**src/rtl/ga_pkg.sv**
```systemverilog
// Shared constants and types for the gate-array interrupt generator.
package ga_pkg;

  // Gate-array command field that carries the interrupt-control bits
  localparam logic [1:0] GA_CMD_MODE    = 2'b10;
  // Bit of the command byte that clears the line divider and a pending INT
  localparam int         GA_INT_CLR_BIT = 4;

  // Classic CPC interrupt cadence
  localparam int GA_INT_DIV_DEF  = 52;
  localparam int GA_VS_DELAY_DEF = 2;

  typedef enum logic {INT_SRC_STD, INT_SRC_PRI} ga_int_src_t;

endpackage

```
**src/rtl/ga_sync_edge.sv**
```systemverilog
// CE-gated registered edge detector for one CRTC sync line.
// The previous level is captured only on CE, so edges are seen at the sample rate.
module ga_sync_edge (
  input  logic CLK,
  input  logic RESET,
  input  logic ce,
  input  logic din,
  output logic rise,
  output logic fall
);

  logic old_reg;

  // Remember the level seen at the previous sample strobe
  always_ff @(posedge CLK) begin
    if (RESET) begin
      old_reg <= 1'b0;
    end else if (ce) begin
      old_reg <= din;
    end
  end

  assign rise = ce & ~old_reg & din;
  assign fall = ce & old_reg & ~din;

endmodule

```
**src/rtl/ga_int_ctrl.sv**
```systemverilog
// Gate-array interrupt generator: raises INT every DIV HSYNC falls and
// resynchronises to VSYNC after VS_DELAY lines.
// Optional feature macro: GA_PRI_EN adds a programmable raster interrupt (PRI)
// that replaces the DIV/resync requests while its compare value is non-zero.
module ga_int_ctrl
  import ga_pkg::*;
#(
  parameter int CNT_W    = 6,
  parameter int DIV      = GA_INT_DIV_DEF,
  parameter int VS_DELAY = GA_VS_DELAY_DEF,
  parameter int LINE_W   = 8
) (
  input  logic              CLK,
  input  logic              RESET,
  input  logic              CE_1M,
  input  logic              crtc_hs,
  input  logic              crtc_vs,
  input  logic              INTack,
  input  logic              wr_en,
  input  logic [7:0]        wr_data,
  input  logic              pri_we,
  input  logic [LINE_W-1:0] pri_line,
  output logic              INT,
  output logic              int_src,
  output logic [CNT_W-1:0]  line_cnt
);

  localparam logic [CNT_W-1:0] DIV_VAL      = CNT_W'(DIV);
  localparam logic [1:0]       VS_DELAY_VAL = 2'(VS_DELAY);

  // Edge detection: index 0 is HSYNC, index 1 is VSYNC
  logic [1:0] sync_in;
  logic [1:0] edge_rise;
  logic [1:0] edge_fall;
  logic       hs_fall;
  logic       vs_rise;
  logic       unused_edges;

  assign sync_in = {crtc_vs, crtc_hs};

  genvar gi;
  generate
    for (gi = 0; gi < 2; gi++) begin : g_edge
      ga_sync_edge u_edge (
        .CLK   (CLK),
        .RESET (RESET),
        .ce    (CE_1M),
        .din   (sync_in[gi]),
        .rise  (edge_rise[gi]),
        .fall  (edge_fall[gi])
      );
    end
  endgenerate

  assign hs_fall      = edge_fall[0];
  assign vs_rise      = edge_rise[1];
  assign unused_edges = edge_rise[0] ^ edge_fall[1];

  // Only the command field and the clear bit of a write matter here
  logic unused_wr;
  assign unused_wr = ^{wr_data[5], wr_data[3:0]};

  // PRI hooks seen by the main next-state logic
  logic pri_active;
  logic pri_hit;

`ifdef GA_PRI_EN
  logic [LINE_W-1:0] pri_cnt_reg, pri_cnt_next, pri_cnt_inc;
  logic [LINE_W-1:0] pri_cmp_reg, pri_cmp_next;

  // Line counter saturates so a late compare value never wraps into a false hit
  assign pri_cnt_inc = (&pri_cnt_reg) ? pri_cnt_reg : pri_cnt_reg + LINE_W'(1);
  assign pri_active  = (pri_cmp_reg != '0);
  assign pri_hit     = hs_fall && pri_active && (pri_cnt_inc == pri_cmp_reg);

  // PRI line counter and compare register next state; VSYNC wins over HSYNC
  always_comb begin
    pri_cnt_next = pri_cnt_reg;
    pri_cmp_next = pri_cmp_reg;
    if (hs_fall) pri_cnt_next = pri_cnt_inc;
    if (vs_rise) pri_cnt_next = '0;
    if (pri_we)  pri_cmp_next = pri_line;
  end

  // PRI state registers
  always_ff @(posedge CLK) begin
    if (RESET) begin
      pri_cnt_reg <= '0;
      pri_cmp_reg <= '0;
    end else begin
      pri_cnt_reg <= pri_cnt_next;
      pri_cmp_reg <= pri_cmp_next;
    end
  end
`else
  logic unused_pri;
  assign pri_active = 1'b0;
  assign pri_hit    = 1'b0;
  assign unused_pri = pri_we ^ (^pri_line);
`endif

  logic [CNT_W-1:0] cnt_reg, cnt_next, cnt_step;
  logic [1:0]       sync_cnt_reg, sync_cnt_next;
  logic             int_reg, int_next;
  logic             std_req;
  ga_int_src_t      src_reg, src_next;

  // Ordered update: ack, then clear write, then HSYNC, then VSYNC; later steps override
  always_comb begin
    cnt_next      = cnt_reg;
    int_next      = int_reg;
    src_next      = src_reg;
    sync_cnt_next = sync_cnt_reg;
    cnt_step      = '0;
    std_req       = 1'b0;

    if (INTack) begin
      int_next             = 1'b0;
      src_next             = INT_SRC_STD;
      cnt_next[CNT_W-1]    = 1'b0;
    end

    if (wr_en && (wr_data[7:6] == GA_CMD_MODE) && wr_data[GA_INT_CLR_BIT]) begin
      cnt_next = '0;
      int_next = 1'b0;
    end

    if (hs_fall) begin
      // Step is based on the registered count, so it overrides ack/clear updates
      cnt_step = cnt_reg + CNT_W'(1);
      if (cnt_step == DIV_VAL) begin
        cnt_step = '0;
        std_req  = 1'b1;
      end
      if (sync_cnt_reg < VS_DELAY_VAL) begin
        sync_cnt_next = sync_cnt_reg + 2'd1;
        if (sync_cnt_next == VS_DELAY_VAL) begin
          // Resync only interrupts when the frame is past the counter midpoint
          if (cnt_step[CNT_W-1]) std_req = 1'b1;
          cnt_step = '0;
        end
      end
      cnt_next = cnt_step;
      if (std_req && !pri_active) begin
        int_next = 1'b1;
        src_next = INT_SRC_STD;
      end
      if (pri_hit) begin
        int_next = 1'b1;
        src_next = INT_SRC_PRI;
      end
    end

    if (vs_rise) sync_cnt_next = '0;
  end

  // Divider, resync and request registers
  always_ff @(posedge CLK) begin
    if (RESET) begin
      cnt_reg      <= '0;
      sync_cnt_reg <= VS_DELAY_VAL;
      int_reg      <= 1'b0;
      src_reg      <= INT_SRC_STD;
    end else begin
      cnt_reg      <= cnt_next;
      sync_cnt_reg <= sync_cnt_next;
      int_reg      <= int_next;
      src_reg      <= src_next;
    end
  end

  assign INT      = int_reg;
  assign int_src  = src_reg;
  assign line_cnt = cnt_reg;

endmodule

```
**config.mk**
```make
export PLATFORM = sky130hd
export DESIGN_NAME = ga_int_ctrl
export DESIGN_NICKNAME = d
export VERILOG_FILES = /design/src/rtl/ga_pkg.sv /design/src/rtl/ga_sync_edge.sv /design/src/rtl/ga_int_ctrl.sv
export SDC_FILE = /design/constraint.sdc
export NUM_CORES = 1
export LEC_CHECK = 0
export CAP_MARGIN = 20
export CORE_ASPECT_RATIO = 1.1
export CORE_MARGIN = 5
export CORE_UTILIZATION = 40
export CTS_CLUSTER_DIAMETER = 50
export DETAILED_ROUTE_END_ITERATION = 16
export PLACE_DENSITY = 0.83
export SLEW_MARGIN = 30
export SYNTH_ARGS = -nofsm -noshare
export SYNTH_HDL_FRONTEND = slang
export SYNTH_HIERARCHICAL = 1
export SYNTH_SLANG_ARGS = --single-unit
```
**constraint.sdc**
```tcl
create_clock -name CLK -period 3.5 [get_ports CLK]
set_input_delay 0.35 -clock CLK [delete_from_list [all_inputs] [get_ports CLK]]
set_output_delay 0.35 -clock CLK [all_outputs]
set_load 0.02 [all_outputs]
```
==> flow_summary.yaml <==
outcome:
  status: "finished, final reports clean"
timing:
  setup_tns_ns: 0
  post-route-min-period_ns: 1.73
  finClkSkew_ns: 0.00574
  fmax_ghz: 0.578
  worst_slack_ns: 1.77
  relSlewSlack: 0.706
  slew_viol_final: 0
  worst_pin_slew_ns: 0.440
  setup_viol: 0
  timing.hold.ws_ns: 0.446
  finalHoldViolCount: 0
  rsz0062_at_grt: "false"
  min_period_over_period: 0.494
power:
  power.internal_w: 0.000216
  finalPower_w: 0.000275
  peakVddDrop_v: 0.000227
  seqPwrFrac: 0.511
  switchingPower_w: 0.0000594
  combPwrFrac: 0.085
  clkPwrFrac: 0.404
  power_density_nw_per_um2: 333
  leakage_nw: 0.297
  p_sw_frac: 0.216
clocking:
  clkSinkCount: 12
  hold_buffers: 0
  post_cts_buffers: 0
  root_buffer: "clkbuf_4"
  clk_path_buf_depth: 2
  clock_latency_ns: 0.28
  post_cts_resized: 0
  cts_tree: "yes"
  h-tree-depth: 1
  numCtsBuffers: 3
  cts.clk_slew.worst_paths_ns: 0.08
setup_path:
  worst-endpoint-arrival_ns: 1.38
  critPathMaxStageDelay_ns: 0.65
  r2r-end: "line_cnt[2]"
  reg2reg_depth: 5
  cp_top_family: "buffers and inverters"
  start_kind: "flop"
  path_max_fanout: 8
  crit_buf_inv: 1
  worstReg2RegStart: "line_cnt[0]"
  rrSetupSlack_ns: 1.87
  crit_chain: "clkdlybuf4s50_1"
  end_kind: "output pin"
  slowest_stage: "clkdlybuf4s50_1"
  worst_ep_required_time_ns: 3.15
  crit_type: "flop to output pin"
placed_design:
  port_buffers: 17
  postPlaceCellArea_um2: 791
  hpwl_um: 1010
  preCtsSetupSlack_ns: 1.59
  globalplace.congestion: 0.781
layout:
  area_growth_pct: 36.9
  stdcell_area_um2: 827
  layout-drive-gt1-share: 0.111
  largest_reg_flops: 6
  diodes: 0
  nets: 116
  nFillCells: 138
min_path:
  min_path_cells: 1
  holdCritStartpoint: "int_src"
  holdPathEnd: "int_src"
  min_path_type: "flop to flop"
route:
  drc: 0
  first_iter_violations: 19
  drt-pass1-iter-count: 4
  ant_nets: 0
  vias: 592
  wire_per_inst_um: 12.5
  drt_wl_total_um: 1320
  via_per_inst: 5.58
floorplan:
  die_h_um: 50.8
  initial_utilization: 0.431
  rows: 14
  core_um2: 1400
  fp.dieArea_um2: 2390
  ios: 32
  fp.dieW_um: 47.1
synthesis:
  synth_cells: 70
  syn_avg_cell_area_um2: 8.63
  yosys_warnings: 6
  syn-cell-area_um2: 604
  synth.net_count: 95
global_route:
  use_met3: 0.0321
  use_met1: 0.144
  grt_pass1_vias: 535
  antenna_found_initial: 0
  top_usage_layer: "met2"
  grt_use_total: 0.120
  grt.met2_usage: 0.186
  grt_overflow: 0
  grt_max_degree: 12
  grt_first_pass_wirelength_um: 2100
run:
  drv_cap: 0
metal layers:
layer | vias up | share of wire
li1 | 296 | -
met1 | 273 | 0.43
met2 | 21 | 0.49
met3 | 2 | 0.070
met4 | 0 | 0.0098
met5 | - | 0
cells in the final DEF, fill, tap and decap left out, types with 2 or more instances in the layout:
cell              n
clkdlybuf4s50_1  17
dfxtp_1          12
nor2_1            6
nand3_1           4
nor3_1            4
o21ai_0           4
nand2_1           4
nand2b_1          3
a21oi_1           3
a31oi_1           3
clkbuf_4          3
and3_4            2
inv_1             2
or3_1             2
nand3b_1          2
a21oi_2           2
worst max path at each step:
| stage | startpoint | to | cells after the start |
|---|---|---|---|
| 6_report | line_cnt[4] | line_cnt[4] | 1 |
| 5_1_grt | line_cnt[4] | line_cnt[4] | 1 |
| 3_3_place_gp | CE_1M | line_cnt[4] | 6 |
| 3_5_place_dp | CE_1M | line_cnt[4] | 6 |
| 4_1_cts | line_cnt[4] | line_cnt[4] | 1 |
| 2_1_floorplan | line_cnt[0] | line_cnt[5] | 4 |
per-stage QoR:
stage | cells | utilization
2_1_floorplan | 70 | -
3_3_place_gp | 102 | 0.564
3_5_place_dp | 102 | 0.564
4_1_cts | 106 | 0.590
5_1_grt | 106 | 0.590
6_report | 106 | 0.590
power by group through the flow:
stage / Combinational [W] / Sequential (W) / Clock [W]
2_1_floorplan: 0.00000954 / 0.000144 / 0
3_3_place_gp: 0.0000227 / 0.000144 / 0
3_5_place_dp: 0.0000235 / 0.000144 / 0
4_1_cts: 0.0000234 / 0.000141 / 0.000115
5_1_grt: 0.0000255 / 0.000141 / 0.000123
6_report: 0.0000233 / 0.000141 / 0.000111
layout make-up:
| cell class | count | area [um^2] | area share |
|---|---|---|---|
| clock buffers | 4 | 36.3 | 0.0439 |
| inverters | 2 | 7.51 | 0.00908 |
| multi-input cells | 55 | 353 | 0.427 |
| flip-flops and latches | 12 | 240 | 0.290 |
| well taps | 16 | 20.0 | 0.0242 |
| repair buffers | 17 | 170 | 0.206 |
No activity file was read; power rests on OpenSTA's default activity.
